`src/rtl/sensor_scan_adc.sv`:
```
// sensor_scan_adc: round-robin scanner for four sensor channels. For each
// channel it selects the external analog mux, waits for the mux to settle,
// reads one 8-bit sample from a serial ADC (SPI mode 0, MSB first), then
// presents the reading with its channel index and a one-cycle valid strobe.
// Build option: define SENSOR_SCAN_CHAN_MASK_EN to add chan_mask[3:0], which
// restricts the scan to the channels whose mask bit is set.
module sensor_scan_adc #(
    parameter int CLK_DIV = 2,
    parameter int SETTLE  = 4
) (
    input  logic       clk,
    input  logic       reset,
    input  logic       enable,
`ifdef SENSOR_SCAN_CHAN_MASK_EN
    input  logic [3:0] chan_mask,
`endif
    input  logic       adc_miso,
    output logic       adc_sclk,
    output logic       adc_cs_n,
    output logic [1:0] adc_ch,
    output logic [7:0] data_out,
    output logic [1:0] chan_out,
    output logic       sample_valid,
    output logic       busy
);

    // One counter serves both the settle wait and the sclk divider.
    localparam int CNT_MAX = (SETTLE > CLK_DIV) ? SETTLE : CLK_DIV;
    localparam int CNT_W   = $clog2(CNT_MAX + 1);
    localparam logic [CNT_W-1:0] SETTLE_LAST = CNT_W'(SETTLE - 1);
    localparam logic [CNT_W-1:0] DIV_LAST    = CNT_W'(CLK_DIV - 1);

    typedef enum logic [1:0] {
        ST_IDLE,
        ST_SETTLE,
        ST_SHIFT,
        ST_LATCH
    } state_t;

    state_t           state_q;
    logic [CNT_W-1:0] cnt_q;
    logic [3:0]       tog_q;
    logic [7:0]       shift_q;
    logic [1:0]       chan_q;
    logic             sclk_q;
    logic             cs_n_q;
    logic [1:0]       adc_ch_q;
    logic [7:0]       data_out_q;
    logic [1:0]       chan_out_q;
    logic             sample_valid_q;
    logic             busy_q;

    logic [3:0]       mask_w;
    logic [2:0]       idle_pick_d;
    logic [2:0]       next_pick_d;

`ifdef SENSOR_SCAN_CHAN_MASK_EN
    assign mask_w = chan_mask;
`else
    assign mask_w = 4'b1111;
`endif

    // Returns {found, index} of the first enabled channel at or after start,
    // searching round-robin. When nothing is enabled, index is start.
    function automatic logic [2:0] pick_chan(input logic [3:0] mask,
                                             input logic [1:0] start);
        logic [2:0] res;
        logic [1:0] c;
        res = {1'b0, start};
        for (int k = 3; k >= 0; k--) begin
            c = start + 2'(k);
            if (mask[c]) begin
                res = {1'b1, c};
            end
        end
        return res;
    endfunction

    // Channel choice when leaving IDLE (retained index) and after a LATCH.
    assign idle_pick_d = pick_chan(mask_w, chan_q);
    assign next_pick_d = pick_chan(mask_w, chan_q + 2'd1);

    // Scan FSM; every output is a register updated here.
    always_ff @(posedge clk or posedge reset) begin
        if (reset) begin
            state_q        <= ST_IDLE;
            cnt_q          <= '0;
            tog_q          <= '0;
            shift_q        <= '0;
            chan_q         <= '0;
            sclk_q         <= 1'b0;
            cs_n_q         <= 1'b1;
            adc_ch_q       <= '0;
            data_out_q     <= '0;
            chan_out_q     <= '0;
            sample_valid_q <= 1'b0;
            busy_q         <= 1'b0;
        end else begin
            sample_valid_q <= 1'b0;
            case (state_q)
                ST_IDLE: begin
                    sclk_q <= 1'b0;
                    cs_n_q <= 1'b1;
                    if (enable && idle_pick_d[2]) begin
                        chan_q   <= idle_pick_d[1:0];
                        adc_ch_q <= idle_pick_d[1:0];
                        cnt_q    <= '0;
                        busy_q   <= 1'b1;
                        state_q  <= ST_SETTLE;
                    end
                end
                ST_SETTLE: begin
                    if (cnt_q == SETTLE_LAST) begin
                        cnt_q   <= '0;
                        tog_q   <= '0;
                        sclk_q  <= 1'b0;
                        cs_n_q  <= 1'b0;
                        state_q <= ST_SHIFT;
                    end else begin
                        cnt_q <= cnt_q + 1'b1;
                    end
                end
                ST_SHIFT: begin
                    if (cnt_q == DIV_LAST) begin
                        cnt_q  <= '0;
                        sclk_q <= ~sclk_q;
                        tog_q  <= tog_q + 4'd1;
                        // Capture on the low-to-high sclk transition.
                        if (!sclk_q) begin
                            shift_q <= {shift_q[6:0], adc_miso};
                        end
                        // Sixteenth toggle is the falling edge after bit 0.
                        if (tog_q == 4'd15) begin
                            cs_n_q  <= 1'b1;
                            state_q <= ST_LATCH;
                        end
                    end else begin
                        cnt_q <= cnt_q + 1'b1;
                    end
                end
                ST_LATCH: begin
                    data_out_q     <= shift_q;
                    chan_out_q     <= chan_q;
                    sample_valid_q <= 1'b1;
                    chan_q         <= next_pick_d[1:0];
                    if (enable && next_pick_d[2]) begin
                        adc_ch_q <= next_pick_d[1:0];
                        cnt_q    <= '0;
                        state_q  <= ST_SETTLE;
                    end else begin
                        busy_q  <= 1'b0;
                        state_q <= ST_IDLE;
                    end
                end
                default: begin
                    state_q <= ST_IDLE;
                    busy_q  <= 1'b0;
                    cs_n_q  <= 1'b1;
                    sclk_q  <= 1'b0;
                end
            endcase
        end
    end

    assign adc_sclk     = sclk_q;
    assign adc_cs_n     = cs_n_q;
    assign adc_ch       = adc_ch_q;
    assign data_out     = data_out_q;
    assign chan_out     = chan_out_q;
    assign sample_valid = sample_valid_q;
    assign busy         = busy_q;

endmodule

```
`config.mk`:
```
export PLATFORM = sky130hd
export DESIGN_NAME = sensor_scan_adc
export DESIGN_NICKNAME = d
export VERILOG_FILES = /design/src/rtl/sensor_scan_adc.sv
export SDC_FILE = /design/constraint.sdc
export NUM_CORES = 1
export LEC_CHECK = 0
export BUFFER_PORTS_ARGS = -buffer_cell sky130_fd_sc_hd__buf_4
export CORE_UTILIZATION = 32
export CTS_CLUSTER_SIZE = 30
export DETAILED_ROUTE_END_ITERATION = 12
export HOLD_SLACK_MARGIN = 0.06
export PLACE_DENSITY = 0.51
export SLEW_MARGIN = 15
export SYNTH_ARGS = -nofsm -noshare
export SYNTH_HDL_FRONTEND = slang
export SYNTH_SLANG_ARGS = --single-unit
```
`constraint.sdc`:
```
create_clock -name clk -period 1.95 [get_ports clk]
set_clock_uncertainty 0.05 [all_clocks]
set_input_delay 0.39 -clock clk [delete_from_list [all_inputs] [get_ports clk]]
set_output_delay 0.39 -clock clk [all_outputs]
set_load 0.02 [all_outputs]
```
Word-level counts from Yosys, hierarchy flattened
Index checks and enable logic that the tools add are counted.
{ "op_classes": {"n_eq_ne": 12, "add_sub_neg": 8, "n_bitwise": 1, "n_mux": 50, "magnitude_cmp": 7, "reduce_logical": 15} }
{ "op_table": {"columns": ["cell", "n"], "rows": [
  ["$mux 3", 12],
  ["$lt 2x3->1 const B", 7],
  ["$mux 1", 15],
  ["$reduce_and 3->1", 5],
  ["$bmux 1 s2", 7],
  ["$mux 2", 6],
  ["$ne 2x2->1 const B", 6],
  ["$pmux 3 s4", 1],
  ["$add 2x2->2 const B", 4],
  ["$mux 4", 2],
  ["$pmux 2 s2", 2],
  ["$pmux 2 s4", 1],
  ["$pmux 4 s2", 1],
  ["$reduce_and 4->1", 2],
  ["$pmux 1 s3", 2],
  ["$add 2x1->2 const B", 2],
  ["$add 4x1->4 const B", 1],
  ["$eq 2x2->1 const B", 2],
  ["$eq 4x4->1 const B", 1],
  ["$reduce_and 2->1", 2],
  ["$reduce_bool 2->1", 2],
  ["$add 3x1->3 const B", 1],
  ["$eq 3x1->1 const B", 1],
  ["$eq 3x2->1 const B", 1],
  ["6 further kinds", 7]
]} }
{ "totals": {"output_inout_bits": 16, "ff_bits": 35} }

Longest topological paths before layout
Gate-level depths: netlist of run 1.
{ "logic_depth": {"ltp_word": 11, "mapped_depth": 6, "ltp_nobuf": 6} }

Worst setup path before layout of run 1
No wires, ideal clock.
{ "synth_path": {"kind": "reg2reg", "startpoint": "register state_q[0]", "endpoint": "register sclk_q (netlist: adc_sclk)", "slack_ns": 0.232, "required_ns": 1.775, "arrival_time_ns": 1.544, "path_stages_with_launch": 6, "synth_period_minus_slack_ns": 1.718, "cell_sequence": "dfrtp_1 inv_1 ha_1 clkbuf_1 a211oi_1 mux2_2"} }
{ "synth_between": {"elab_chain_cells": 3} }
{ "synth_lines": {"columns": ["element", "line", "text"], "rows": [
  ["from (decl)", "40", "state_t state_q;"],
  ["from (signal assigned)", "86", "state_q <= ST_IDLE;"],
  ["from (signal assigned)", "109", "state_q <= ST_SETTLE;"],
  ["from (signal assigned)", "118", "state_q <= ST_SHIFT;"],
  ["$eq 2x2->1, or another cell as far along", "100", "case (state_q)"],
  ["$ne 2x2->1 (no source line) or $reduce_bool 3->1 (tied branches)", null, null],
  ["$reduce_and 3->1 (no source line)", null, null],
  ["to (signal assigned)", "126", "sclk_q <= ~sclk_q;"],
  ["to (decl)", "45", "logic sclk_q;"]
]} }
Parallel ways exist; a longest one is shown, timed or not.
A chain may end at the register's enable or synchronous reset.

Final worst setup path of run 1
{ "layout_path": {"startpoint": "register state_q[1]", "endpoint": "register sclk_q (netlist: adc_sclk)"} }
Same word-level chain as after synthesis.

==> impl_metrics.env, run 1 <==
export IMPL_status="complete, no violations"
export IMPL_rows=26
export IMPL_maxSlewHeadroom=0.709
export IMPL_synth_warning_count=0
export IMPL_drc=0
export IMPL_clock_tree_buffer_depth=2
export IMPL_syn_area_sq_um=1690
export IMPL_io_buffers=19
export IMPL_synth_top_family_by_area="multiplexers"
export IMPL_postCtsSetupRepairBufs=0
export IMPL_period_share=0.924
export IMPL_synth_nets=159
export IMPL_insertedDiodeCount=0
export IMPL_drv_slew=0
export IMPL_holdBufCountCts=0
export IMPL_finalSetupViolations=0
export IMPL_gp_congestion=0.731
export IMPL_wl_per_cell_microns=12.1
export IMPL_synth_seq_cells=35
export IMPL_worstPathRequired_ns=2.06
export IMPL_min_period_ns=1.80
export IMPL_pre_cts_ws_ns=0.0579
export IMPL_fin_ws_ns=0.149
export IMPL_synthXorXnorAreaFrac=0.0155
export IMPL_grt_usage=0.122
export IMPL_comb_power_share=0.449
export IMPL_cp_start_kind="flop"
export IMPL_cts_tree="built"
export IMPL_rr_worst_depth=5
export IMPL_r2r_setup_slack_ns=0.15
export IMPL_ioPinCount=20
export IMPL_startpoint="state_q[1]"
export IMPL_placed_cell_area_sq_um=1940
export IMPL_cts_resized=0
export IMPL_cp_data_arrival_time_ns=1.91
export IMPL_drt_wl_total_microns=2920
export IMPL_drive_gt1_frac=0.333
export IMPL_crit_fanout=7
export IMPL_grt_overflow_total=0
export IMPL_synthMuxAreaShare=0.158
export IMPL_cts_sinks=35
export IMPL_cts_buffers=5
export IMPL_synthAdderAreaFrac=0.0814
export IMPL_area_growth_pct=20.3
export IMPL_sw_frac_of_total=0.374
export IMPL_synth_most_common_cell="dfrtp_1"
export IMPL_grt_pass1_wl_microns=5040
export IMPL_r2r_start="state_q[1]"
export IMPL_critPathKind="reg2reg"
export IMPL_synth_top_area_frac=0.503
export IMPL_synth_edff_count=0
export IMPL_clk_latency_ns=0.28
export IMPL_vias=1137
export IMPL_die_x_microns=74.7
export IMPL_r2r_end="adc_sclk"
export IMPL_end_kind="flop"
export IMPL_peakVddDrop_v=0.000675
export IMPL_ys_top_cells_by_area="dfrtp_1 50%, mux2_2 14%, ha_1 8.1%"
export IMPL_synth_avg_cell_area_sq_um=11.7
export IMPL_drt_iter0_drc=50
export IMPL_power_leakage_nw=1.00
export IMPL_dp_hpwl_microns=2080
export IMPL_yosysTopAreaCell="dfrtp_1"
export IMPL_firstDrtPassIters=4
export IMPL_clk_pin_slew_ns=0.07
export IMPL_die_area_sq_um=5580
export IMPL_power_density_nw_per_um2=1500
export IMPL_ant_nets=0
export IMPL_antenna_found_initial=0
export IMPL_root_buffer="clkbuf_8"
export IMPL_worst_slew_pin_slew_ns=0.436
export IMPL_cts_max_level=2
export IMPL_clockPowerShare=0.175
export IMPL_core_area_sq_um=5110
export IMPL_tns_ns=0
export IMPL_nets=185
export IMPL_yosysUniqueCellTypes=34
export IMPL_grt_max_degree=36
export IMPL_hp_class="in2async"
export IMPL_grt_pass1_vias=1074
export IMPL_ys_top_cells_by_count="34 x dfrtp_1, 21 x mux2_2, 11 x ha_1, 11 x nand2_1"
export IMPL_p_int_mw=1.92
export IMPL_power_switching_mw=1.14
export IMPL_synth_compound_area_frac=0.0932
export IMPL_synth_seq_area_share=0.518
export IMPL_die_h_microns=74.7
export IMPL_p_seq_frac=0.376
export IMPL_max_cap_viol_count=0
export IMPL_viasPerCell=4.72
export IMPL_yosys_area_share_simple=0.103
export IMPL_synth_main_ff_cell="dfrtp_1"
export IMPL_synth_cells=144
export IMPL_num_fill_cells=516
export IMPL_final_area_sq_um=2040
export IMPL_timing_hold_violations_final=0
export IMPL_rsz0062_at_grt="no"
export IMPL_synth_async_reset_ratio=1.00
export IMPL_initial_core_util=0.331
export IMPL_fmax_ghz=0.555
==> cell type report <==
class	count	area, sq um	share of cell area
clock inverters	1	5.00	0.00246
clock buffers	7	86.3	0.0424
repair buffers	24	180	0.0885
well taps	70	87.6	0.0430
inverters	8	30.0	0.0148
flip-flops and latches	35	877	0.431
multi-input cells	96	769	0.378
==> how the worst max path moves through the flow <==
stage	to
after floorplan	adc_sclk
after global placement	adc_sclk
after detailed placement	adc_sclk
after CTS	adc_sclk
after global routing	cnt_q[0]
final	adc_sclk
==> power by group through the flow <==
stage	logic (mW)	registers (mW)	clock network, mW
after global routing	1.53	1.19	0.594
after detailed placement	1.37	1.17	0
after global placement	1.36	1.15	0
after CTS	1.38	1.16	0.560
after floorplan	0.838	1.27	0
final	1.38	1.15	0.535
==> layer usage <==
layer,track usage,up-vias,wire length [microns]
met3,0.0415,2,108
li1,-,551,-
met4,0.0503,0,32
met1,0.154,566,1440
met5,0,-,0
met2,0.191,18,1340
==> worst max-delay path, cell delays in order (launching register included) <==
cell	delay [ns]
dfrtp_1	0.44
inv_1	0.11
ha_1	0.21
and2b_2	0.25
a211oi_2	0.26
mux2_2	0.36
==> flip-flops by register name, summed over array words and instances (netlist names), 2 cells and up <==
signal	cells
adc_ch	2
state_q	2
shift_q	8
data_out	8
tog_q	4
chan_out	2
chan_q	2
cnt_q	3
==> placed cells by master, fill, tap and decap left out, drive strengths merged, types with 2 or more instances in the layout <==
| master | Yosys | routed |
|---|---|---|
| inv | 8 | 8 |
| nand3 | 5 | 5 |
| a22o | 4 | 4 |
| a21oi | 4 | 4 |
| dfrtp | 34 | 34 |
| nor2 | 5 | 5 |
| mux2 | 21 | 21 |
| ha | 11 | 11 |
| nand2 | 11 | 11 |
| clkbuf | 2 | 7 |
| xnor2 | 2 | 2 |
| mux2i | 3 | 3 |
| nand2b | 3 | 3 |
| o21ai | 8 | 8 |
| nor2b | 2 | 2 |
| buf | 3 | 24 |
==> through the flow <==
step | power [mW] | hold slack (ns) | util | std cells
global placement | 2.51 | 0.414 | 0.379 | 233
CTS | 3.10 | 0.176 | 0.397 | 241
detailed placement | 2.54 | 0.417 | 0.379 | 233
global route | 3.31 | 0.199 | 0.399 | 241
finish | 3.06 | 0.164 | 0.399 | 241
floorplan | 2.11 | 0.425 | - | 144
==> cell families (layout without fill, tap and decap cells) <==
family | after synthesis | after routing
compound gates | 24 | 24
xor+xnor | 3 | 3
fa+ha+maj | 11 | 11
buf+inv | 13 | 40
flops | 35 | 35
mux | 24 | 24
simple gates | 34 | 34
Power figures use the tool's default switching activity.
==> inputs of run 2 (changes only) <==
--- a/config.mk
+++ b/config.mk
@@ -10,7 +10,7 @@
 export CTS_CLUSTER_SIZE = 30
 export DETAILED_ROUTE_END_ITERATION = 12
 export HOLD_SLACK_MARGIN = 0.06
-export PLACE_DENSITY = 0.51
+export PLACE_DENSITY = 0.46
 export SLEW_MARGIN = 15
 export SYNTH_ARGS = -nofsm -noshare
 export SYNTH_HDL_FRONTEND = slang
==> run 2 against run 1 <==
Compared with the run above:
- combinational power rose by 3%
- register-to-register slack got worse by 0.03 ns
- total power rose by 5.0%
- routed wire length rose by 6.1%
- clock power rose by 20%
- sequential cell count did not move
- cell count rose by 0.83%
- via count fell by 0.70%
- utilization rose by 0.69 points
- first-iteration DRC count rose by 40%
- sequential share of layout area fell by 0.73 points
- non-clock buffer count rose by 2
==> impl_metrics.env, run 2 (synthesized netlist as in run 1, its figures left out) <==
export IMPL_nets=187
export IMPL_cts_max_level=2
export IMPL_min_period_ns=1.83
export IMPL_grt_usage=0.126
export IMPL_wl_per_cell_microns=12.7
export IMPL_tns_ns=0
export IMPL_initial_core_util=0.331
export IMPL_peakVddDrop_v=0.000564
export IMPL_core_area_sq_um=5110
export IMPL_cp_start_kind="flop"
export IMPL_worst_slew_pin_slew_ns=0.450
export IMPL_dp_hpwl_microns=2240
export IMPL_clk_latency_ns=0.28
export IMPL_layout_commonest_cell="dfrtp_1"
export IMPL_critPathKind="reg2reg"
export IMPL_path_buf_inv=0
export IMPL_finalSetupViolations=0
export IMPL_grt_overflow_total=0
export IMPL_timing_hold_violations_final=0
export IMPL_cts_sinks=35
export IMPL_cpMostUsedCell="ha_1"
export IMPL_vias=1129
export IMPL_cts_tree="built"
export IMPL_rsz0062_at_grt="no"
export IMPL_clock_tree_buffer_depth=2
export IMPL_most_common_layout_cells="34 x dfrtp_1, 26 x buf_4, 21 x mux2_2"
export IMPL_place_inst=235
export IMPL_holdBufCountCts=0
export IMPL_p_total_mw=3.22
export IMPL_fin_util=0.405
export IMPL_drt_iter0_drc=70
export IMPL_end_kind="flop"
export IMPL_cts_buffers=5
export IMPL_cp_data_arrival_time_ns=1.95
export IMPL_insertedDiodeCount=0
export IMPL_ioPinCount=20
export IMPL_grt_pass1_vias=1129
export IMPL_ant_nets=0
export IMPL_period_share=0.939
export IMPL_fmax_ghz=0.546
export IMPL_critPathTopFamily="adder cells"
export IMPL_crit_fanout=7
export IMPL_firstDrtPassIters=4
export IMPL_die_h_microns=74.7
export IMPL_die_area_sq_um=5580
export IMPL_drv_slew=0
export IMPL_io_buffers=19
export IMPL_drc=0
export IMPL_slowest_delay_ns=0.42
export IMPL_crit_slowest_cell="dfrtp_1"
export IMPL_maxSlewHeadroom=0.700
export IMPL_grt_max_degree=36
export IMPL_max_cap_viol_count=0
export IMPL_root_buffer="clkbuf_8"
export IMPL_status="complete, no violations"
export IMPL_path_cells="ha_1 > ha_1 > and2b_2 > a21oi_1 > nand3_1 > mux2_2"
export IMPL_drive_gt1_frac=0.341
export IMPL_antenna_found_initial=0
export IMPL_power_density_nw_per_um2=1550
export IMPL_fin_cells=243
export IMPL_worstPathRequired_ns=2.07
export IMPL_power_leakage_nw=1.02
export IMPL_clk_pin_slew_ns=0.07
export IMPL_viasPerCell=4.65
export IMPL_rows=26
export IMPL_grt_pass1_wl_microns=5180
export IMPL_drt_wl_total_microns=3100
export IMPL_gp_congestion=0.776
export IMPL_area_growth_pct=22.4
export IMPL_die_x_microns=74.7
export IMPL_hp_class="in2async"
## run 2: cell types whose count changed in the layout (fill, tap and decap cells not counted), sizes merged
cell    previous run  this run
clkinv             1         2
bufinv             0         1
clkbuf             7         5
buf               24        26
## run 2: final timing paths
path / from / to / slack [ns] / cells past startpoint
setup / recovery: cnt_q[0] / state_q[1] / 0.12 / 6
hold / removal: reset / adc_sclk / 0.16 / 3
setup reg to reg: cnt_q[0] / state_q[1] / 0.12 / 6
hold reg to reg: adc_cs_n / adc_cs_n / 0.43 / 2
max in group asynchronous: reset / adc_cs_n / 1.35 / 3
min in group clk: adc_miso / shift_q[0] / 0.29 / 2
## run 2: tightest hold or removal path: cells and delay by family
kind,cells,cell delay (ns)
buffers and inverters,3,0.53
## run 2: report_power, final
group | leakage [nW] | internal, mW | switching [mW]
clock | 0.0581 | 0.380 | 0.264
sequential | 0.455 | 0.964 | 0.191
combinational | 0.508 | 0.685 | 0.730
## run 2: metal layers
layer / track usage / vias to the layer above / part of all wire
met5: 0 / - / 0
met1: 0.167 / 549 / 0.49
li1: - / 558 / -
met2: 0.188 / 18 / 0.47
met4: 0.0566 / 0 / 0.017
met3: 0.0388 / 4 / 0.031
## run 2: repair_timing
| action | in CTS | in global routing |
|---|---|---|
| setup buffers | 0 | 0 |
| hold endpoints to repair | 0 | 0 |
| resized for setup | 0 | 2 |
| setup endpoints to repair | 0 | 2 |
## run 2: cell type report
class | instances | area, sq um
clock inverters | 3 | 43.8
repair buffers | 26 | 195
inverters | 8 | 30.0
flip-flops and latches | 35 | 877
well taps | 70 | 87.6
fillers | 498 | 3040
clock buffers | 5 | 68.8
multi-input cells | 96 | 768
## run 2: per-stage QoR
stage                     setup slack (ns)  hold slack (ns)  area (sq um)
final                                0.118            0.157          2070
after global routing                0.0204            0.199          2070
after global placement               0.154            0.414          1950
after CTS                           0.0251            0.167          2060
after floorplan                      0.232            0.425          1690
after detailed placement            0.0484            0.424          1950
==> inputs of run 3 (changes only) <==
--- a/config.mk
+++ b/config.mk
@@ -5,7 +5,7 @@
 export SDC_FILE = /design/constraint.sdc
 export NUM_CORES = 1
 export LEC_CHECK = 0
-export BUFFER_PORTS_ARGS = -buffer_cell sky130_fd_sc_hd__buf_4
+export BUFFER_PORTS_ARGS = -buffer_cell sky130_fd_sc_hd__buf_2
 export CORE_UTILIZATION = 32
 export CTS_CLUSTER_SIZE = 30
 export DETAILED_ROUTE_END_ITERATION = 12
==> run 3 against run 2 <==
Compared with the run above:
- fmax is 0.81% lower
- sequential power hardly changed
- count of clock-buffer cells in the layout is 1 higher
- non-clock buffer count stayed put
- setup slack worse by 0.015 ns
- utilization is 1.2 points lower
- cell count stayed put
- critical path type unchanged
- critical endpoint unchanged
- largest cell class unchanged
- largest power group unchanged
==> impl_metrics.env, run 3 (synthesized netlist as in run 1, its figures left out) <==
export IMPL_status="complete, no violations"
export IMPL_maxSlewHeadroom=0.694
export IMPL_period_share=0.947
export IMPL_crit_slowest_cell="dfrtp_1"
export IMPL_rsz0062_at_grt="no"
export IMPL_root_buffer="clkbuf_8"
export IMPL_cpMostUsedCell="ha_1"
export IMPL_die_h_microns=74.7
export IMPL_cp_start_kind="flop"
export IMPL_finalSetupViolations=0
export IMPL_core_area_sq_um=5110
export IMPL_slowest_delay_ns=0.42
export IMPL_hp_class="in2async"
export IMPL_io_buffers=19
export IMPL_drv_slew=0
export IMPL_grt_usage=0.136
export IMPL_wl_per_cell_microns=13.5
export IMPL_max_cap_viol_count=0
export IMPL_clk_latency_ns=0.29
export IMPL_cp_data_arrival_time_ns=1.98
export IMPL_peakVddDrop_v=0.000572
export IMPL_final_area_sq_um=2010
export IMPL_layout_commonest_cell="dfrtp_1"
export IMPL_cts_sinks=35
export IMPL_fin_cells=243
export IMPL_worstPathRequired_ns=2.08
export IMPL_p_seq_frac=0.378
export IMPL_firstDrtPassIters=4
export IMPL_power_switching_mw=1.21
export IMPL_drt_iter0_drc=50
export IMPL_drt_wl_total_microns=3290
export IMPL_grt_overflow_total=0
export IMPL_ant_nets=0
export IMPL_cts_max_level=2
export IMPL_cts_tree="built"
export IMPL_power_leakage_nw=0.999
export IMPL_die_x_microns=74.7
export IMPL_cts_resized=0
export IMPL_viasPerCell=4.66
export IMPL_sw_frac_of_total=0.396
export IMPL_antenna_found_initial=0
export IMPL_gp_congestion=0.787
export IMPL_cts_buffers=5
export IMPL_placed_cell_area_sq_um=1920
export IMPL_crit_fanout=7
export IMPL_initial_core_util=0.331
export IMPL_comb_power_share=0.452
export IMPL_dp_hpwl_microns=2310
export IMPL_holdBufCountCts=0
export IMPL_tns_ns=0
export IMPL_rows=26
export IMPL_end_kind="flop"
export IMPL_ioPinCount=20
export IMPL_grt_pass1_wl_microns=5530
export IMPL_power_density_nw_per_um2=1520
export IMPL_hold_slack_ns=0.138
export IMPL_critPathKind="reg2reg"
export IMPL_vias=1132
export IMPL_timing_hold_violations_final=0
export IMPL_grt_pass1_vias=1160
export IMPL_drc=0
export IMPL_p_int_mw=1.84
export IMPL_insertedDiodeCount=0
export IMPL_postCtsSetupRepairBufs=0
export IMPL_drive_gt1_frac=0.341
export IMPL_fmax_ghz=0.541
export IMPL_die_area_sq_um=5580
export IMPL_grt_max_degree=36
export IMPL_min_period_ns=1.85
export IMPL_place_inst=235
export IMPL_worst_slew_pin_slew_ns=0.459
export IMPL_path_cells="ha_1 > ha_1 > and2b_2 > a21oi_2 > nand3_1 > mux2_2"
export IMPL_area_growth_pct=18.9
export IMPL_most_common_layout_cells="34 x dfrtp_1, 21 x mux2_2, 19 x buf_2"
export IMPL_clock_tree_buffer_depth=2
export IMPL_clk_pin_slew_ns=0.07
export IMPL_clockPowerShare=0.170
export IMPL_fin_util=0.394
export IMPL_nets=187
[run 3: layer usage]
| metal | track usage | routed length [microns] | up-vias |
|---|---|---|---|
| met1 | 0.174 | 1580 | 551 |
| met2 | 0.208 | 1540 | 20 |
| met4 | 0.0503 | 40 | 0 |
| met3 | 0.0522 | 136 | 6 |
| met5 | 0 | 0 | - |
| li1 | - | - | 555 |
[run 3: final cells by class]
type | count | area [sq um]
multi-input cells | 96 | 772
inverters | 8 | 30.0
repair buffers | 26 | 160
flip-flops and latches | 35 | 877
fillers | 530 | 3100
clock buffers | 6 | 72.6
clock inverters | 2 | 12.5
well taps | 70 | 87.6
[run 3: worst max-delay path, delay by kind of cell (launching register included)]
kind	cells	cell delay, ns
simple gates	2	0.44
fa+ha+maj	2	0.42
flops	1	0.42
mux	1	0.35
compound gates	1	0.06
[run 3: power by group through the flow]
stage / clock, mW / sequential (mW) / combinational, mW
detailed placement: 0 / 1.17 / 1.37
global route: 0.575 / 1.19 / 1.54
global placement: 0 / 1.16 / 1.33
finish: 0.520 / 1.15 / 1.38
CTS: 0.535 / 1.16 / 1.38
floorplan: 0 / 1.27 / 0.838
[run 3: through the flow]
step / total power [mW] / worst slack [ns]
finish: 3.05 / 0.103
detailed placement: 2.53 / 0.0572
floorplan: 2.11 / 0.232
CTS: 3.07 / 0.0390
global placement: 2.49 / 0.145
global route: 3.31 / 0.0206
[run 3: path summary, 6_finish.rpt]
check / from / to / slack, ns / cells past startpoint
setup / recovery: cnt_q[0] / state_q[1] / 0.10 / 6
hold / removal: reset / data_out[6] / 0.14 / 3
setup reg to reg: cnt_q[0] / state_q[1] / 0.10 / 6
hold reg to reg: adc_cs_n / adc_cs_n / 0.42 / 2
max in group asynchronous: reset / adc_cs_n / 1.36 / 3
min in group clk: adc_miso / shift_q[0] / 0.27 / 2
